<file path="config.mk">
export PLATFORM = sky130hd
export DESIGN_NAME = aha_reset_req_ctrl
export DESIGN_NICKNAME = d
export VERILOG_FILES = /design/src/rtl/aha_reset_req_pkg.sv /design/src/rtl/aha_reset_req_ack_sync.sv /design/src/rtl/aha_reset_req_ctrl.sv
export SDC_FILE = /design/constraint.sdc
export NUM_CORES = 1
export LEC_CHECK = 0
export ABC_AREA = 1
export CORE_AREA = 4 4 41 43
export CTS_CLUSTER_SIZE = 16
export DETAILED_ROUTE_END_ITERATION = 8
export DIE_AREA = 0 0 45 47
export PLACE_DENSITY_LB_ADDON = 0.2
export RECOVER_POWER = 100
export SYNTH_ARGS = -nofsm -noshare
export SYNTH_HDL_FRONTEND = slang
export SYNTH_HIERARCHICAL = 1
export SYNTH_SLANG_ARGS = --single-unit
</file>
<file path="constraint.sdc">
create_clock -name CLK -period 1.6 [get_ports CLK]
set_input_delay 0.24 -clock CLK [delete_from_list [all_inputs] [get_ports CLK]]
set_output_delay 0.24 -clock CLK [all_outputs]
set_load 0.01 [all_outputs]
</file>
<file path="src/rtl/aha_reset_req_pkg.sv">
// aha_reset_req_pkg: state encoding, default synchroniser depth and counter-width check
// shared by the reset-request initiator.
package aha_reset_req_pkg;
  typedef enum logic [1:0] {IDLE = 2'b00, ASSERT = 2'b01, RELEASE = 2'b10} state_t;
  localparam int DEF_SYNC_STAGES = 2;
  function automatic bit cnt_w_ok(input int cnt_w, input int timeout_cycles);
    return (cnt_w > 30) || ((1 << cnt_w) > timeout_cycles);
  endfunction
endpackage

</file>
<file path="src/rtl/aha_reset_req_ack_sync.sv">
// aha_reset_req_ack_sync: SYNC_STAGES-flop synchroniser bringing the asynchronous ACK into CLK.
module aha_reset_req_ack_sync #(
  parameter int SYNC_STAGES = 2
) (
  input  logic CLK,
  input  logic poresetn_sync,
  input  logic i_ack,
  output logic o_ack_s
);
  logic [SYNC_STAGES-1:0] r_sync;
  always_ff @(posedge CLK or negedge poresetn_sync) begin
    if (!poresetn_sync) r_sync <= '0;
    else r_sync <= {r_sync[SYNC_STAGES-2:0], i_ack};
  end
  assign o_ack_s = r_sync[SYNC_STAGES-1];
endmodule

</file>
<file path="src/rtl/aha_reset_req_ctrl.sv">
// aha_reset_req_ctrl: four-phase REQ/ACK reset-request initiator with one-deep trigger coalescing.
// Define AHA_RESET_REQ_TIMEOUT_EN to add the per-phase timeout counter, abort paths and sticky ERR.
module aha_reset_req_ctrl
  import aha_reset_req_pkg::*;
#(
  parameter int SYNC_STAGES    = DEF_SYNC_STAGES,
  parameter int TIMEOUT_CYCLES = 1024,
  parameter int CNT_W          = 11
) (
  input  logic CLK,
  input  logic poresetn_sync,
  input  logic TRIG,
  input  logic ACK,
  input  logic ERR_CLR,
  output logic REQ,
  output logic BUSY,
  output logic DONE,
  output logic ERR
);
  if (SYNC_STAGES < 2 || TIMEOUT_CYCLES < 4 || !cnt_w_ok(CNT_W, TIMEOUT_CYCLES)) begin : g_bad_cfg
    $error("aha_reset_req_ctrl: illegal parameter set");
  end
  state_t r_state, w_state_nxt;
  logic r_pend, w_pend_nxt, r_req, r_busy, r_done, w_done_nxt;
  logic w_ack_s, w_tmo, w_abrt;
  aha_reset_req_ack_sync #(.SYNC_STAGES(SYNC_STAGES)) u_ack_sync (
    .CLK(CLK),
    .poresetn_sync(poresetn_sync),
    .i_ack(ACK),
    .o_ack_s(w_ack_s)
  );
`ifdef AHA_RESET_REQ_TIMEOUT_EN
  logic [CNT_W-1:0] r_cnt;
  logic r_err, r_abrt;
  // a timeout only aborts when the awaited ACK level has not already arrived
  assign w_tmo = (r_cnt == CNT_W'(TIMEOUT_CYCLES - 1)) &&
                 ((r_state == ASSERT && !w_ack_s) || (r_state == RELEASE && w_ack_s));
  assign w_abrt = r_abrt;
  always_ff @(posedge CLK or negedge poresetn_sync) begin
    if (!poresetn_sync) begin
      r_cnt  <= '0;
      r_err  <= 1'b0;
      r_abrt <= 1'b0;
    end else begin
      r_cnt  <= (w_state_nxt != r_state) ? '0 :
                (r_state != IDLE && r_cnt != '1) ? r_cnt + 1'b1 : r_cnt;
      r_err  <= w_tmo | (r_err & ~ERR_CLR);
      r_abrt <= (r_state == ASSERT && w_tmo) ? 1'b1 : (w_state_nxt == IDLE) ? 1'b0 : r_abrt;
    end
  end
  assign ERR = r_err;
`else
  logic w_unused_err_clr;
  assign w_unused_err_clr = ERR_CLR;
  assign w_tmo  = 1'b0;
  assign w_abrt = 1'b0;
  assign ERR    = 1'b0;
`endif
  always_comb begin
    w_state_nxt = r_state;
    w_pend_nxt  = r_pend | TRIG;
    w_done_nxt  = 1'b0;
    if (r_state == IDLE) begin
      if (!w_ack_s && (TRIG || r_pend)) begin
        w_state_nxt = ASSERT;
        w_pend_nxt  = 1'b0;
      end
    end else if (r_state == ASSERT) begin
      if (w_ack_s || w_tmo) w_state_nxt = RELEASE;
    end else if (!w_ack_s || w_tmo) begin
      w_state_nxt = IDLE;
      w_done_nxt  = !w_ack_s && !w_abrt;
    end
  end
  always_ff @(posedge CLK or negedge poresetn_sync) begin
    if (!poresetn_sync) begin
      r_state <= IDLE;
      r_pend  <= 1'b0;
      r_req   <= 1'b0;
      r_busy  <= 1'b0;
      r_done  <= 1'b0;
    end else begin
      r_state <= w_state_nxt;
      r_pend  <= w_pend_nxt;
      r_req   <= (w_state_nxt == ASSERT);
      r_busy  <= (w_state_nxt != IDLE) | w_pend_nxt;
      r_done  <= w_done_nxt;
    end
  end
  assign REQ  = r_req;
  assign BUSY = r_busy;
  assign DONE = r_done;
endmodule
</file>
==> run metrics, run 1 <==
Yosys top cell area share 71.11%; CP Max Fanout 1; RSZ-0062 raised after global routing no; complex-gate fraction of the synthesized area 3.556%; Cell Count, Final, Fillers Out 48; HPWL after DPL 322.4 um; Reg2Reg Setup Slack 730 ps; total power draw 0.4356 mW; clock buffer depth 2; largest net degree at the start of global routing 9; htree depth 1; post-synthesis mux area share 0%; commonest cells after routing, fill and taps aside dfrtp_1 (8), dlygate4sd3_1 (5), nand2_1 (4); Setup WS pre-CTS 447.3 ps; Area Overhead vs Synth 32.44%; Post-Syn Nets 30; clock skew after layout 1.856 ps; CP startpoint kind flip-flop; Crit path buffers/inverters 1; r2r endpoint r_state[0]; post-CTS setup buffers 0; CP Cell Sequence dlygate4sd3_1; Yosys warnings 6; FMAX 696.2 MHz; most area-hungry cell type in the Yosys netlist dfrtp_1; # rows 13; vias in the first global route 189; Seq/Total Area, Yosys 71.11%; Leakage Power 0.1790 nW; Vias/cell 3.625; pwr dens 1168 nW/um2; Slew Viols, Final 0; drt wl/cell 8.854 um; largest cells by area after synthesis dfrtp_1 (71%), nor2_2 (8.9%), nand2_1 (5.3%); total grt overflow 0; drc violations 0; area share of fa/ha/maj cells after synthesis 0%; CP endpoint kind output pin; root buf cell clkbuf_4; synthesized flop and latch total 8; core area 1301 um2; VDD IR-drop max 0.3489 mV; CP top delay family buffers and inverters; Final Util 28.65%; diodes inserted 0; post_cts resized 0; 1st-iter DRT viols 2; clock slew at reported path FFs 50 ps; worst setup margin 163.6 ps; initial antenna violation count 0; run status complete, no violations; total CTS buffers 3; Crit Reg-Reg Startpoint u_ack_sync/r_sync[1]; Vias 174; Tot GR Track Use 5.911%; slowest stage delay, CP 600 ps; Distinct cells, synth 10; Area after DPL 352.8 um2; xor/xnor cell area share of the yosys netlist 0%; Starting Density 21.63%; CP max-delay cell dlygate4sd3_1; CP Data Required Time 1360 ps; I/O pins 9; WL final 425 um; Cells after Synth 25; die area 2115 um2; ANT nets after route 0; Post-Synth Simple-Gate Area 16.00%; WP data arrival 1200 ps; Cells after DPL 45; most common cell after layout, fill and taps aside dfrtp_1; Final TNS setup 0 ps; Die H 47 um; 1st-pass router iterations 4; Layout Nets 40; Port-buffer cells 6; Design Area, Final 372.9 um2; TritonCTS clock tree yes; syn_area_per_cell 11.26 um2; Tcrit/Tclk final 89.77%; Clock Latency Late Sink 250 ps; # setup viols final 0; CTS sink cnt 8; layout cells sized above 1 21.21%; worst hold-check path type in2async; crit path time final 1436 ps; hold buffer count at cts 0; routability cong. 0.5766; Die W 45 um; Hold Violations, Final 0; max_cap viols 0; Post-Syn Area 281.5 um2; final hold slack 336.0 ps; first-pass GRT wire length 765 um; critical setup path kind reg2out; FF-to-FF path depth 4; largest family of logic cells by synthesized area simple AND/OR/NAND/NOR gates
metal layers:
metal  GRT usage, %  vias up  wire length (um)
met5              0        -                 0
met4          7.018        0                 6
li1               -       87                 -
met1          5.634       78               173
met2          7.345        7               174
met3          4.598        2                71
where the power goes:
part	switching, mW	internal (mW)
clock	0.0638	0.0855
sequential	0.00818	0.223
combinational	0.0305	0.0248
total	0.102	0.333
flip-flops by register name, indices dropped and copies added, names as in the netlist:
register,cells
DONE,1
r_state,2
r_pend,1
REQ,1
BUSY,1
u_ack_sync/r_sync,2
area by class of cell:
class / instances / area, um2
well taps: 15 / 18.77
repair buffers: 6 / 60.06
flip-flops and latches: 8 / 200.2
inverters: 4 / 15.01
fillers: 142 / 928.4
multi-input cells: 12 / 56.30
clock buffers: 3 / 22.52
cell usage after synthesis:
library cell / n
nor2_2: 4
o21ai_1: 1
inv_1: 2
conb_1: 1
a21oi_1: 1
buf_4: 1
inv_2: 2
dfrtp_1: 8
nand3_1: 1
nand2_1: 4
worst register-to-register path, cell delays in order (launching register included):
cell,delay [ps]
dfrtp_1,370
inv_1,110
nand2_1,100
nand3_1,130
inv_1,50
how the worst max path moves through the flow:
stage                     cells after the start    endpoint  slack (ps)            startpoint
after CTS                                     1         REQ         240                   REQ
after detailed placement                      5  r_state[0]         450                  TRIG
final                                         1         REQ         160                   REQ
after global placement                        5  r_state[0]         460                  TRIG
after floorplan                               4  r_state[0]         840  u_ack_sync/r_sync[1]
after global routing                          1         REQ         110                   REQ
cell families after synthesis:
group	Yosys count
AND/OR/NAND/NOR	9
flip-flops	8
buffers and inverters	5
AO/OA/AOI/OAI	2
other	1
Power figures use the tool's default switching activity.
==> run 2: changes to the inputs <==
- SETUP_SLACK_MARGIN: default -> 0.1
==> results of run 2 <==
No change in the layout: final DEF, timing and power equal those of run 1.
